### config.mk
export PLATFORM = sky130hd
export DESIGN_NAME = dual_slope_ctrl
export DESIGN_NICKNAME = d
export VERILOG_FILES = /design/src/rtl/dual_slope_pkg.sv /design/src/rtl/dual_slope_cnt.sv /design/src/rtl/dual_slope_ctrl.sv
export SDC_FILE = /design/constraint.sdc
export NUM_CORES = 1
export LEC_CHECK = 0
export ABC_AREA = 1
export BUFFER_PORTS_ARGS = -buffer_cell sky130_fd_sc_hd__buf_2
export CORE_ASPECT_RATIO = 0.75
export CORE_MARGIN = 10
export CORE_UTILIZATION = 60
export CTS_CLUSTER_DIAMETER = 200
export DETAILED_ROUTE_END_ITERATION = 16
export GPL_TIMING_DRIVEN = 0
export HOLD_SLACK_MARGIN = 0.03
export PLACE_DENSITY = 0.8
export SLEW_MARGIN = 40
export SYNTH_ARGS = -nofsm -noshare
export SYNTH_HDL_FRONTEND = slang
export SYNTH_HIERARCHICAL = 1
export SYNTH_SLANG_ARGS = --single-unit
### constraint.sdc
create_clock -name clk -period 4.85 [get_ports clk]
set_input_delay 0.485 -clock clk [delete_from_list [all_inputs] [get_ports clk]]
set_output_delay 0.485 -clock clk [all_outputs]
set_load 0.01 [all_outputs]
### src/rtl/dual_slope_pkg.sv
// Shared types and defaults for the dual-slope ADC sequencer.
package dual_slope_pkg;

  typedef enum logic [2:0] {
    S_IDLE,
    S_AZ,
    S_GAP1,
    S_INT,
    S_GAP2,
    S_DEINT,
    S_DONE
  } state_t;

  localparam int DEF_CNT_W      = 12;
  localparam int DEF_INT_CYCLES = 4096;
  localparam int DEF_AZ_CYCLES  = 16;

  // Channel-select width; never below one bit so a single-input build still has a port.
  function automatic int sel_width(input int n);
    return (n > 1) ? $clog2(n) : 1;
  endfunction

endpackage

### src/rtl/dual_slope_cnt.sv
// Loadable up-counter with clear, enable and terminal-count flag.
// Clear wins over load, load wins over enable.
module dual_slope_cnt #(
  parameter int W = 8
) (
  input  logic         clk,
  input  logic         reset_n,
  input  logic         clr,
  input  logic         load,
  input  logic [W-1:0] load_val,
  input  logic         en,
  input  logic [W-1:0] tc_val,
  output logic [W-1:0] cnt,
  output logic         tc
);

  // Count register with synchronous active-low reset.
  always_ff @(posedge clk) begin
    if (!reset_n)  cnt <= '0;
    else if (clr)  cnt <= '0;
    else if (load) cnt <= load_val;
    else if (en)   cnt <= cnt + 1'b1;
  end

  assign tc = (cnt == tc_val);

endmodule

### src/rtl/dual_slope_ctrl.sv
// Dual-slope ADC conversion sequencer: auto-zero, fixed-time integration,
// reference de-integration with an internal result counter and overflow flag.
// Optional chained scanning across channels: define DUAL_SLOPE_AUTOSCAN_EN.
//
// state   | meaning
// --------+----------------------------------------------------------
// S_IDLE  | waiting for start, zeroing switch closed
// S_AZ    | auto-zero, zeroing switch closed for AZ_CYCLES
// S_GAP1  | all switches open, one cycle
// S_INT   | selected input switch closed for INT_CYCLES
// S_GAP2  | all switches open, one cycle
// S_DEINT | reference switch closed, result counter running
// S_DONE  | result valid for one cycle, zeroing switch closed
module dual_slope_ctrl
  import dual_slope_pkg::*;
#(
  parameter int  NUM_CH     = 4,
  parameter int  CNT_W      = DEF_CNT_W,
  parameter int  INT_CYCLES = DEF_INT_CYCLES,
  parameter int  AZ_CYCLES  = DEF_AZ_CYCLES,
  localparam int SEL_W      = sel_width(NUM_CH)
) (
  input  logic              clk,
  input  logic              reset_n,
  input  logic              iniciar,
  input  logic [SEL_W-1:0]  ch_sel,
  input  logic              vint_z,
  output logic [NUM_CH-1:0] ch_vm,
  output logic              ch_ref,
  output logic              ch_zr,
  output logic              busy,
  output logic [CNT_W-1:0]  result,
  output logic [SEL_W-1:0]  result_ch,
  output logic              valid,
  output logic              overflow
);

  localparam int PH_MAX = (INT_CYCLES > AZ_CYCLES) ? INT_CYCLES : AZ_CYCLES;
  localparam int PH_W   = $clog2(PH_MAX) + 1;

  state_t             state, state_nxt;
  logic [SEL_W-1:0]   ch_q, ch_q_nxt;
  logic [NUM_CH-1:0]  vm_nxt;
  logic               zr_nxt, ref_nxt;
  logic               ch_ok;

  logic [PH_W-1:0]    ph_tc_val;
  logic [PH_W-1:0]    ph_cnt_unused;
  logic               ph_tc, ph_clr, ph_en;
  logic [CNT_W-1:0]   res_cnt;
  logic               res_tc, res_clr, res_en;

  assign ch_ok     = (int'(ch_sel) < NUM_CH);
  assign ph_tc_val = (state == S_INT) ? PH_W'(INT_CYCLES - 1) : PH_W'(AZ_CYCLES - 1);

  // Phase timer restarts from zero on every state change so each phase starts clean.
  assign ph_clr  = (state_nxt != state);
  assign ph_en   = (state == S_AZ) || (state == S_INT);
  // Result counter is held at zero outside de-integration and stops at all-ones.
  assign res_clr = (state != S_DEINT);
  assign res_en  = (state == S_DEINT) && !res_tc;

  dual_slope_cnt #(.W(PH_W)) u_phase (
    .clk      (clk),
    .reset_n  (reset_n),
    .clr      (ph_clr),
    .load     (1'b0),
    .load_val ('0),
    .en       (ph_en),
    .tc_val   (ph_tc_val),
    .cnt      (ph_cnt_unused),
    .tc       (ph_tc)
  );

  dual_slope_cnt #(.W(CNT_W)) u_result (
    .clk      (clk),
    .reset_n  (reset_n),
    .clr      (res_clr),
    .load     (1'b0),
    .load_val ('0),
    .en       (res_en),
    .tc_val   ({CNT_W{1'b1}}),
    .cnt      (res_cnt),
    .tc       (res_tc)
  );

  // State register.
  always_ff @(posedge clk) begin
    if (!reset_n) state <= S_IDLE;
    else          state <= state_nxt;
  end

  // Next-state, channel latch and next switch pattern.
  always_comb begin
    state_nxt = state;
    ch_q_nxt  = ch_q;
    vm_nxt    = '0;
    case (state)
      S_IDLE: begin
        if (iniciar && ch_ok) begin
          state_nxt = S_AZ;
          ch_q_nxt  = ch_sel;
        end
      end
      S_AZ:    if (ph_tc) state_nxt = S_GAP1;
      S_GAP1:  state_nxt = S_INT;
      S_INT:   if (ph_tc) state_nxt = S_GAP2;
      S_GAP2:  state_nxt = S_DEINT;
      S_DEINT: if (vint_z || res_tc) state_nxt = S_DONE;
      S_DONE: begin
`ifdef DUAL_SLOPE_AUTOSCAN_EN
        if (iniciar) begin
          state_nxt = S_AZ;
          ch_q_nxt  = (int'(ch_q) == NUM_CH - 1) ? '0 : ch_q + 1'b1;
        end else begin
          state_nxt = S_IDLE;
        end
`else
        state_nxt = S_IDLE;
`endif
      end
      default: state_nxt = S_IDLE;
    endcase
    zr_nxt  = (state_nxt == S_IDLE) || (state_nxt == S_AZ) || (state_nxt == S_DONE);
    ref_nxt = (state_nxt == S_DEINT);
    if (state_nxt == S_INT) vm_nxt[ch_q_nxt] = 1'b1;
  end

  // Registered outputs, aligned with the state they belong to.
  always_ff @(posedge clk) begin
    if (!reset_n) begin
      ch_zr     <= 1'b1;
      ch_vm     <= '0;
      ch_ref    <= 1'b0;
      busy      <= 1'b0;
      valid     <= 1'b0;
      overflow  <= 1'b0;
      result    <= '0;
      result_ch <= '0;
      ch_q      <= '0;
    end else begin
      ch_zr  <= zr_nxt;
      ch_vm  <= vm_nxt;
      ch_ref <= ref_nxt;
      busy   <= (state_nxt != S_IDLE);
      valid  <= (state_nxt == S_DONE);
      ch_q   <= ch_q_nxt;
      if (state == S_DEINT && state_nxt == S_DONE) begin
        // A crossing on the terminal count still counts as a normal result.
        result   <= res_cnt;
        overflow <= !vint_z;
      end
      if (state_nxt == S_DONE) result_ch <= ch_q;
    end
  end

endmodule

; ---- Yosys cells after proc, flatten, opt, wreduce, memory -nomap -nowiden
; Index checks and enable logic that the tools add are counted.
; Widths: inputs -> output; s select.
[word_totals]
register_bits = 53
inputBits = 6
out_inout_bits = 23
word_cells = 55
[classes]
add_sub_neg = 2
order_cmp = 2
n_eq_ne = 13
muxes = 10
bitwise = 1
reduce_logical = 15
[ops]
columns = cell, n
row1 = $pmux 3 s6, 1
row2 = $add 13x1->13 const B, 1
row3 = $eq 13x12->1, 1
row4 = $add 12x1->12 const B, 1
row5 = $eq 12x12->1 const B, 1
row6 = $eq 3x3->1 const B, 4
row7 = $mux 12, 1
row8 = $mux 3, 4
row9 = $eq 3x2->1 const B, 3
row10 = $eq 3x1->1 const B, 2
row11 = $logic_not 3->1, 2
row12 = $logic_or 1x1->1, 4
row13 = $mux 2, 2
row14 = $reduce_or 2->1, 2
row15 = $logic_and 1x1->1, 3
row16 = $lt 2x3->1 const B, 1
row17 = $ne 3x3->1, 1
row18 = $ne 3x3->1 const B, 1
row19 = $reduce_bool 3->1, 1
row20 = $demux 1 s2, 1
row21 = $ge 2x1->1 const B, 1
row22 = $logic_not 1->1, 2
row23 = $reduce_and 2->1, 1
row24 = $mux 1, 1
row25 = $not 1->1, 1

; ---- Longest topological paths before layout
; Gate-level depths: netlist of run 1.
[logic_depth]
ltp_word = 8
depth_mapped = 15
depth_no_buf = 15

; ---- Hierarchy
; Netlist of run 1, hierarchy kept.
[modules_own_cells]
columns = mod, instances, cells_each, area_per_inst_um2, seq_area_each_um2
row1 = dual_slope_ctrl, 1, 138, 1089.8, 560.5
row2 = dual_slope_cnt at u_phase, 1, 151, 964.7, 260.2
row3 = dual_slope_cnt at u_result, 1, 125, 872.1, 240.2

; ---- Worst setup path before layout of run 1
; OpenSTA, ideal clock, no wires.
[synth_timing]
path_kind = register -> register
startpoint = reg state[1]
endpoint = reg u_phase.cnt[10]
setup_ns = 0.070
arrival_ns = 2.820
required_time_ns = 4.780
slack_ns = 1.960
path_stages_with_launch = 15
n_path_buf = 0
synth_period_minus_slack_ns = 2.890
path_cell_list = dfxtp_1 inv_1 nor3_1 o21ai_0 nor2_1 nand3_1 nor2_1 nand2_1 nand3_1 nand4_1 nand2_1 nand2_1 nor2_1 inv_1 a21oi_1
[synth_between]
elab_chain_len = 7
elab_cells_between_ends = 16
classes_between = 7 x eq/ne / 6 x mux / 3 x reduce/logical
[synth_rtl]
columns = item, line
row1 = from (decl), dual_slope_ctrl.sv:41  ; state_t state, state_nxt;
row2 = from (signal assigned), dual_slope_ctrl.sv:90  ; else state <= state_nxt;
row3 = $eq 3x2->1 (*), dual_slope_ctrl.sv:54  ; assign ph_tc_val = (state == S_INT) ? PH_W'(INT_CYCLES - 1) : PH_W'(AZ_CYCLES - 1);
row4 = $mux 12 (*), dual_slope_ctrl.sv:54
row5 = via ph_tc_val[10], dual_slope_ctrl.sv:47  ; logic [PH_W-1:0] ph_tc_val;
row6 = $eq 13x12->1 (*), dual_slope_cnt.sv:25  ; assign tc = (cnt == tc_val);
row7 = via ph_tc, dual_slope_ctrl.sv:49  ; logic ph_tc, ph_clr, ph_en;
row8 = $mux 3 (on tied branches), "dual_slope_ctrl.sv:107, dual_slope_ctrl.sv:105"
row9 = $pmux 3 s6 (*), dual_slope_ctrl.sv:98  ; case (state)
row10 = $ne 3x3->1 (*), dual_slope_ctrl.sv:57  ; assign ph_clr = (state_nxt != state);
row11 = via ph_clr, dual_slope_ctrl.sv:49
row12 = $reduce_or 2->1 (no source line) (*), n/a
row13 = to (signal assigned), dual_slope_cnt.sv:21  ; else if (load) cnt <= load_val;
row14 = to (signal assigned), dual_slope_cnt.sv:22  ; else if (en) cnt <= cnt + 1'b1;
row15 = to (decl), dual_slope_cnt.sv:13  ; output logic [W-1:0] cnt,
; The timed path passes the listed nets; every way through them passes the cells marked *.
; A chain may end at the register's enable or synchronous reset.

; ---- Final worst setup path of run 1
[layout_timing]
startpoint = reg state[1]
endpoint = reg u_phase.cnt[9]
; The elaborated chain is that of the path after synthesis.

==> results of run 1 <==
how the worst min path moves through the flow:
stage | start | endpoint | slack (ns) | cells past startpoint
floorplan | ch_q[0]$_SDFF_PN0_ | result_ch[0]$_SDFFE_PN0P_ | 0.43 | 2
global placement | ch_q[0]$_SDFF_PN0_ | result_ch[0]$_SDFFE_PN0P_ | 0.44 | 2
detailed placement | ch_q[1]$_SDFF_PN0_ | result_ch[1]$_SDFFE_PN0P_ | 0.46 | 2
CTS | vint_z | overflow$_SDFFE_PN0P_ | 0.40 | 2
global route | vint_z | overflow$_SDFFE_PN0P_ | 0.41 | 2
finish | vint_z | overflow$_SDFFE_PN0P_ | 0.40 | 2
sequential cells by signal, summed over array words and instances, names as in the netlist:
| signal | count |
|---|---|
| result | 12 |
| result_ch | 2 |
| overflow | 1 |
| ch_q | 2 |
| ch_ref | 1 |
| u_result/cnt | 12 |
| ch_zr | 1 |
| u_phase/cnt | 13 |
| busy | 1 |
| valid | 1 |
| ch_vm | 4 |
| state | 3 |
stage by stage:
stage          utilization  setup slack [ns]  instance area, um^2
3_5_place_dp         0.723              1.68                 3320
3_3_place_gp         0.722              1.31                 3320
4_1_cts              0.742              1.66                 3410
5_1_grt              0.742              1.20                 3410
6_report             0.742              1.62                 3410
2_1_floorplan            -              1.96                 3110
logic make-up after synthesis:
family | share of synthesized area
AO/OA/AOI/OAI | 0.142
XOR/XNOR | 0.0868
adder cells (fa/ha/maj) | 0.00855
buffers and inverters | 0.0825
flip-flops | 0.363
other | 0.00257
AND/OR/NAND/NOR | 0.315
layer usage:
layer,wire [um],track usage,vias up
met4,74,0.0521,0
met3,587,0.0368,8
met1,3360,0.238,1241
li1,-,-,1469
met2,2820,0.250,92
met5,0,0,-
power breakdown:
group | internal (mW) | leakage [nW] | switching, mW
sequential | 0.446 | 0.429 | 0.0122
clock | 0.113 | 0.0433 | 0.146
combinational | 0.0327 | 1.06 | 0.0611
total | 0.591 | 1.53 | 0.220
cell type report:
cell class	count	area (um^2)
clock inverters	1	7.51
multi-input cells	355	1810
well taps	57	71.3
repair buffers	28	140
fillers	364	1180
flip-flops and latches	53	1060
clock buffers	6	82.6
inverters	45	174
plain buffers	9	67.6
cells in the mapped netlist (2+ instances only):
cell type	n	area (um^2)
a21oi_1	23	115
a22oi_1	14	105
buf_2	4	20.0
conb_1	2	7.51
dfxtp_1	53	1060
ha_1	2	25.0
inv_1	40	150
inv_2	3	11.3
nand2_1	81	304
nand2_2	2	12.5
nand3_1	32	160
nand3_2	3	30.0
nand4_1	10	62.6
nor2_1	56	210
nor2_2	3	18.8
nor2_4	6	67.6
nor3_1	5	25.0
o21ai_0	29	145
o22ai_1	2	12.5
xnor2_1	11	96.3
xor2_1	18	158
==> results.yml, run 1 <==
routing:
  drc: 0
  wl_per_cell_um: 12.3
  vias_per_cell: 5.07
  initialDrtViolationCount: 205
  postRouteAntennaNets: 0
  drtPass1Iterations: 7
  dr_total_vias: 2810
  drt-total-wl_um: 6840
logic_synthesis:
  synth_area_um2: 2930
  syn_inst: 414
  synth.avg_cell_area_um2: 7.07
  synth-edff-count: 0
  synthFlopType: "dfxtp_1"
  synth_seq_area_share: 0.363
  yosysUniqueCellTypes: 36
  async_flop_share: 0
  synth-seq-cells: 53
  yosysWarnings: 6
global_routing:
  grt_first_pass_wirelength_um: 11300
  grt_start_max_net_pins: 16
  grt_use_total: 0.169
  antenna_found_initial: 0
  overflow: 0
  first_global_vias: 2488
floorplan:
  coreArea_um2: 4600
  rows: 21
  die_x_um: 101
  die_y_um: 80.5
  dieArea_um2: 8100
  initial_core_util: 0.636
  ioPinCount: 29
worst_setup_path:
  worstSetupStartpointType: "register"
  cp-end-kind: "register"
  critical_path_required_ns: 5.09
  r2r-start: "state[1]$_SDFF_PN0_"
  cpMostUsedCell: "nand2_1"
  path_cells: "inv_1 -> nor3_2 -> xnor2_1 -> nand2_1 -> nor2_1 -> nand3_1 -> nor2_1 -> nand2_1 -> nand3_1 -> nand4_1 -> nand2_1 -> nand2_1 -> nor2_1 -> inv_1 -> a21oi_1"
  crit_path_start: "state[1]$_SDFF_PN0_"
  path_depth: 15
  critPathMaxStageDelay_ns: 0.58
  path_class: "register to register"
  reg2reg_to: "u_phase/cnt[9]$_SDFFE_PP0P_"
  crit_family: "simple AND/OR/NAND/NOR gates"
  slowest_stage: "nor3_2"
  arrival_ns: 3.47
  crit_fanout: 12
  reg2reg_setup_slack_ns: 1.62
  path_buf_inv: 2
  rr_worst_depth: 15
  setup.worst_path.end: "u_phase/cnt[9]$_SDFFE_PP0P_"
sta:
  min_period_over_period: 0.666
  setup_viol: 0
  hold_viol_final: 0
  relSlewSlack: 0.505
  period_minus_slack_ns: 3.23
  max_freq_ghz: 0.310
  whs_ns: 0.400
  skew_ns: 0.0119
  slew_viol_final: 0
  rsz0062_at_grt: "false"
  max_slew.worst_pin.slew_ns: 0.739
  final.setup.tns_ns: 0
outcome:
  outcome: "completed"
layout:
  final_cell_mix: "nand2_1, nor2_1, dfxtp_1"
  mostFrequentLayoutCell: "nand2_1"
  area_growth_pct: 16.6
  final_layout_size_suffix_gt1_frac: 0.133
  diodes: 0
  instances_no_fill: 554
  fin_nets: 505
job:
  cap_violations: 0
placement:
  dpl.hpwl_um: 5140
  dp.cells: 547
  gp_congestion: 0.895
  io_buffers: 28
clocking:
  cts_sinks: 53
  path_clk_slew_ns: 0.09
  numCtsBuffers: 5
  cts_resized: 0
  postCtsSetupBuffers: 0
  clockBufferDepth: 2
  htree_levels: 2
  clk-insertion-delay-late_ns: 0.32
  postCtsHoldBufs: 0
  cts-root-buf: "clkbuf_8"
  cts_tree: "yes"
power_and_ir_drop:
  p_leak_nw: 1.53
  p_total_mw: 0.811
  ir_drop_mv: 0.191
  p_per_area_nw_per_um2: 238
hold_path:
  holdCritPathClass: "input port to register"
Note: power is estimated with default switching activity, not from simulation.
==> inputs of run 2 (changes only) <==
--- a/config.mk
+++ b/config.mk
@@ -9,12 +9,12 @@
 export BUFFER_PORTS_ARGS = -buffer_cell sky130_fd_sc_hd__buf_2
 export CORE_ASPECT_RATIO = 0.75
 export CORE_MARGIN = 10
-export CORE_UTILIZATION = 60
+export CORE_UTILIZATION = 53
 export CTS_CLUSTER_DIAMETER = 200
 export DETAILED_ROUTE_END_ITERATION = 16
 export GPL_TIMING_DRIVEN = 0
 export HOLD_SLACK_MARGIN = 0.03
-export PLACE_DENSITY = 0.8
+export PLACE_DENSITY = 0.75
 export SLEW_MARGIN = 40
 export SYNTH_ARGS = -nofsm -noshare
 export SYNTH_HDL_FRONTEND = slang
==> constraint.sdc (replaced) <==
create_clock -name clk -period 2.6 [get_ports clk]
set_input_delay 0.26 -clock clk [delete_from_list [all_inputs] [get_ports clk]]
set_output_delay 0.26 -clock clk [all_outputs]
set_load 0.01 [all_outputs]
==> run 2 against run 1 <==
Against the previous run: clock skew fell by 0.0085 ns; sequential share of layout area shrank 0.72 points; final cell count rose by 3.8%; sequential cell count is the same; clock-buffer cell count did not move; hold slack got worse by 0.24 ns; sequential power is 86% higher; maximum frequency rose by 36%; register-to-register slack lost 1.4 ns; combinational power rose by 94%; critical endpoint is now u_phase/cnt[12]$_SDFFE_PP0P_.
==> results.yml, run 2 (synthesis gave the netlist of run 1 again) <==
worst_setup_path:
  reg2reg_setup_slack_ns: 0.22
  critical_path_required_ns: 2.84
  crit_path_start: "state[2]$_SDFF_PN0_"
  crit_fanout: 12
  r2r-start: "state[2]$_SDFF_PN0_"
  rr_worst_depth: 16
  cp-end-kind: "register"
  arrival_ns: 2.62
  worstSetupStartpointType: "register"
  path_class: "register to register"
layout:
  regMostFlops: "u_phase/cnt"
  area_growth_pct: 20.0
  fin_util: 0.656
  fillCellCount: 494
  mostFrequentLayoutCell: "nand2_1"
  final_cell_mix: "nand2_1, nor2_1, dfxtp_1"
  diodes: 0
  top_regs: "u_phase/cnt: 13 flops, result: 12 flops, u_result/cnt: 12 flops"
  final_layout_size_suffix_gt1_frac: 0.148
  multiInputGateArea_um2: 1830
  largest_reg_flops: 13
  fin_nets: 507
  register_area_um2: 1070
outcome:
  outcome: "completed"
clocking:
  cts_tree: "yes"
  clk-insertion-delay-late_ns: 0.30
  postCtsHoldBufs: 0
  cts_sinks: 53
  numCtsBuffers: 5
  clockBufferDepth: 2
  cts-root-buf: "clkbuf_8"
  path_clk_slew_ns: 0.10
  htree_levels: 2
floorplan:
  coreArea_um2: 5350
  die_y_um: 84.4
  ioPinCount: 29
  rows: 23
  die_x_um: 106
  dieArea_um2: 8930
  initial_core_util: 0.547
routing:
  wl_per_cell_um: 11.6
  postRouteAntennaNets: 0
  vias_per_cell: 4.90
  drc: 0
  initialDrtViolationCount: 219
  dr_total_vias: 2820
  drt-total-wl_um: 6660
  drtPass1Iterations: 5
global_routing:
  grt_first_pass_wirelength_um: 11700
  overflow: 0
  grt_use_total: 0.154
  grt_start_max_net_pins: 17
  first_global_vias: 2592
  antenna_found_initial: 0
sta:
  hold_viol_final: 0
  period_minus_slack_ns: 2.38
  slew_viol_final: 0
  setup_viol: 0
  setup_slack_ns: 0.216
  max_slew.worst_pin.slew_ns: 0.679
  relSlewSlack: 0.546
  max_freq_ghz: 0.419
  min_period_over_period: 0.917
  skew_ns: 0.00349
  rsz0062_at_grt: "false"
power_and_ir_drop:
  p_total_mw: 1.60
  p_per_area_nw_per_um2: 455
  p_leak_nw: 1.55
  ir_drop_mv: 0.356
placement:
  io_buffers: 28
  dpl.hpwl_um: 5030
  place_ws_ns: -0.588
  gp_congestion: 0.875
hold_path:
  holdCritPathClass: "input port to register"
  whs_path_depth: 2
  hold_start: "vint_z"
job:
  cap_violations: 0
==> run 2: area by class of cell <==
class                           instances  share of cell area
Clock buffer                            6              0.0207
Clock inverter                          2              0.0110
Sequential cell                        53               0.304
Tap cell                               75              0.0267
Buffer                                  9              0.0192
Inverter                               45              0.0495
Multi-Input combinational cell        355               0.521
Timing Repair Buffer                   30              0.0478
==> run 2: worst paths after layout <==
path	to
worst max-delay path	u_phase/cnt[12]$_SDFFE_PP0P_
worst min-delay path	overflow$_SDFFE_PN0P_
worst max register to register	u_phase/cnt[12]$_SDFFE_PP0P_
worst min register to register	result_ch[1]$_SDFFE_PN0P_
==> run 2: what timing repair did <==
action | in CTS | in global routing
buffers inserted | 1 | 1
pin swaps | 1 | 3
setup endpoints to repair | 13 | 13
resized for setup | 5 | 4
==> run 2: per-layer routing <==
metal / vias up / routed length, um / track usage
li1: 1476 / - / -
met5: - / 0 / 0
met2: 92 / 2810 / 0.235
met1: 1248 / 3260 / 0.207
met4: 0 / 38 / 0.0356
met3: 4 / 551 / 0.0466
==> run 2: where the power goes <==
| group | total (mW) | leakage (nW) | switching, mW | internal (mW) |
|---|---|---|---|---|
| Sequential | 0.854 | 0.431 | 0.0229 | 0.831 |
| Clock | 0.563 | 0.0554 | 0.273 | 0.289 |
| Combinational | 0.182 | 1.07 | 0.117 | 0.0651 |
==> run 2: metrics by stage <==
step           area, um^2  hold WS [ns]  setup TNS [ns]  cells
4_1_cts              3490         0.144               0    574
2_1_floorplan        3110         0.349               0    462
3_5_place_dp         3350         0.458           -6.31    565
5_1_grt              3510         0.171               0    575
6_report             3510         0.159               0    575
3_3_place_gp         3350         0.448           -5.63    565
==> run 2: worst max-delay path, stage by stage, from the launching register on <==
cell and delay [ns]:
dfxtp_1 0.31, buf_2 0.18, nor3_4 0.23, buf_12 0.15
xnor2_1 0.12, nand2_1 0.07, nor2_1 0.08, nand3_1 0.08
nor2_2 0.15, nand2_1 0.09, nand3_2 0.11, nand4_1 0.14
nand2_1 0.09, nand2_1 0.08, nor2_4 0.16, inv_2 0.12
a21oi_1 0.15
==> inputs of run 3 (changes only) <==
--- a/config.mk
+++ b/config.mk
@@ -9,14 +9,13 @@
 export BUFFER_PORTS_ARGS = -buffer_cell sky130_fd_sc_hd__buf_2
 export CORE_ASPECT_RATIO = 0.75
 export CORE_MARGIN = 10
-export CORE_UTILIZATION = 53
+export CORE_UTILIZATION = 51
 export CTS_CLUSTER_DIAMETER = 200
 export DETAILED_ROUTE_END_ITERATION = 16
 export GPL_TIMING_DRIVEN = 0
 export HOLD_SLACK_MARGIN = 0.03
-export PLACE_DENSITY = 0.75
+export PLACE_DENSITY = 0.73
 export SLEW_MARGIN = 40
 export SYNTH_ARGS = -nofsm -noshare
 export SYNTH_HDL_FRONTEND = slang
-export SYNTH_HIERARCHICAL = 1
 export SYNTH_SLANG_ARGS = --single-unit
==> run 3 against run 2 <==
Against the previous run: final cell count is 31% lower; clock-buffer cell count stayed put; sequential cell count stayed put; global-route usage is 2.1 points lower; maximum frequency is 30% higher; design area is 25% lower; sequential power is 3.6% lower; highest routed layer unchanged; synthesized cell count is 26% lower; register-to-register slack better by 0.55 ns; die area is 13% lower; combinational power is 62% lower.
==> results.yml, run 3 <==
logic_synthesis:
  synth.area.top_cells: "dfxtp_1, nand2_1, nor2_1"
  synth_top_area_frac: 0.451
  synth_area_um2: 2350
  synth_common_cells: "dfxtp_1, nand2_1, nor2_1"
  synth-seq-cells: 53
  synth.avg_cell_area_um2: 7.72
  synth_nets: 313
  synth_top_cell_by_area: "dfxtp_1"
  async_flop_share: 0
  yosysWarnings: 0
  synth-edff-count: 0
  yosysUniqueCellTypes: 32
  synthFlopType: "dfxtp_1"
  syn_inst: 305
  synth_seq_area_share: 0.451
hold_path:
  hold_start: "vint_z"
  whs_path_depth: 2
  holdCritPathClass: "input port to register"
global_routing:
  grt_start_max_net_pins: 16
  grt_first_pass_wirelength_um: 8690
  antenna_found_initial: 0
  first_global_vias: 1850
  overflow: 0
  grt_use_total: 0.133
worst_setup_path:
  path_class: "register to register"
  rr_worst_depth: 10
  crit_fanout: 10
  critical_path_required_ns: 2.84
  r2r-start: "u_result.cnt[0]$_SDFFE_PP0P_"
  arrival_ns: 2.07
  crit_path_start: "u_result.cnt[0]$_SDFFE_PP0P_"
  cp-end-kind: "register"
  worstSetupStartpointType: "register"
sta:
  max_freq_ghz: 0.545
  min_period_over_period: 0.706
  setup_viol: 0
  final.setup.tns_ns: 0
  whs_ns: 0.138
  rsz0062_at_grt: "false"
  skew_ns: 0.0116
  period_minus_slack_ns: 1.83
  slew_viol_final: 0
  relSlewSlack: 0.713
  max_slew.worst_pin.slew_ns: 0.426
  setup_slack_ns: 0.766
  hold_viol_final: 0
floorplan:
  rows: 21
  die_y_um: 78.8
  die_x_um: 98.5
  initial_core_util: 0.527
  ioPinCount: 29
  dieArea_um2: 7760
  coreArea_um2: 4470
clocking:
  numCtsBuffers: 5
  cts-root-buf: "clkbuf_8"
  cts_tree: "yes"
  cts_resized: 0
  htree_levels: 2
  clk-insertion-delay-late_ns: 0.30
  postCtsHoldBufs: 0
  path_clk_slew_ns: 0.09
  cts_sinks: 53
  clockBufferDepth: 2
  postCtsSetupBuffers: 0
layout:
  top_regs: "u_phase.cnt: 13 flops, result: 12 flops, u_result.cnt: 12 flops"
  diodes: 0
  design_area_um2: 2650
  area_growth_pct: 12.5
  largest_reg_flops: 13
  fin_nets: 348
  regMostFlops: "u_phase.cnt"
  final_layout_size_suffix_gt1_frac: 0.199
  fin_util: 0.593
  final_cell_mix: "nand2_1, dfxtp_1, nor2_1"
placement:
  io_buffers: 28
  dpl.hpwl_um: 3970
  gp_congestion: 0.982
  place_area_um2: 2570
  place_ws_ns: 0.782
power_and_ir_drop:
  ir_drop_mv: 0.330
  p_per_area_nw_per_um2: 504
  p_leak_nw: 1.07
job:
  cap_violations: 0
routing:
  postRouteAntennaNets: 0
  drt-total-wl_um: 5220
  drc: 0
  dr_total_vias: 2040
  initialDrtViolationCount: 226
  vias_per_cell: 5.13
  drtPass1Iterations: 4
  wl_per_cell_um: 13.1
outcome:
  outcome: "completed"
==> run 3: changes by cell type after synthesis, sizes merged, moves of 4 or more <==
cell   previous run  this run
nor3b             0         4
nand3            36        18
nor3              5        10
a22oi            14         0
nand2            83        56
nor2             65        52
xor2             18         8
nand4            10         3
xnor2            11         7
inv              44        33
o21ai            31        21
==> run 3: path summary, 6_finish.rpt <==
path | to | slack, ns
setup reg to reg | result[1]$_SDFFE_PN0P_ | 0.77
hold reg to reg | result_ch[1]$_SDFFE_PN0P_ | 0.46
setup / recovery | result[1]$_SDFFE_PN0P_ | 0.77
hold / removal | overflow$_SDFFE_PN0P_ | 0.14
==> run 3: cells by family (layout without fill, tap and decap cells) <==
| group | count (synthesis) | count (layout) | share of synthesized area |
|---|---|---|---|
| buffers and inverters | 41 | 77 | 0.0749 |
| XOR/XNOR | 15 | 15 | 0.0558 |
| flip-flops | 53 | 53 | 0.451 |
| adder cells (fa/ha/maj) | 2 | 2 | 0.0106 |
| AND/OR/NAND/NOR | 146 | 146 | 0.299 |
| AO/OA/AOI/OAI | 48 | 48 | 0.109 |
==> run 3: power breakdown <==
| group | internal, mW | leakage (nW) | switching, mW |
|---|---|---|---|
| sequential | 0.818 | 0.428 | 0.00431 |
| clock | 0.187 | 0.0450 | 0.255 |
| combinational | 0.0211 | 0.593 | 0.0488 |
| total | 1.03 | 1.07 | 0.308 |
==> run 3: cell type report <==
type / instances / area (um^2)
flip-flops and latches: 53 / 1060
clock inverters: 2 / 10.0
repair buffers: 28 / 140
clock buffers: 6 / 72.6
plain buffers: 8 / 52.6
fillers: 437 / 1820
well taps: 57 / 71.3
multi-input cells: 211 / 1120
inverters: 33 / 124
==> run 3: routing by layer <==
layer | share of wire | vias to the layer above | GRT usage
li1 | - | 1046 | -
met1 | 0.54 | 930 | 0.193
met2 | 0.37 | 60 | 0.175
met3 | 0.086 | 4 | 0.0554
met4 | 0.0069 | 0 | 0.0314
met5 | 0 | - | 0
==> run 3: critical path: stages, from the launching register on <==
cell	delay, ns
dfxtp_1	0.42
ha_1	0.26
nand2_1	0.07
nor2_1	0.08
nand3_1	0.16
nand2_1	0.12
nand2_1	0.09
inv_2	0.07
buf_2	0.23
o21ai_0	0.11
a21oi_1	0.15
==> run 3: metrics by stage <==
step	instances	power [mW]
after floorplan	305	0.892
after global placement	390	0.910
after detailed placement	390	0.911
after CTS	398	1.34
after global routing	398	1.39
final	398	1.34
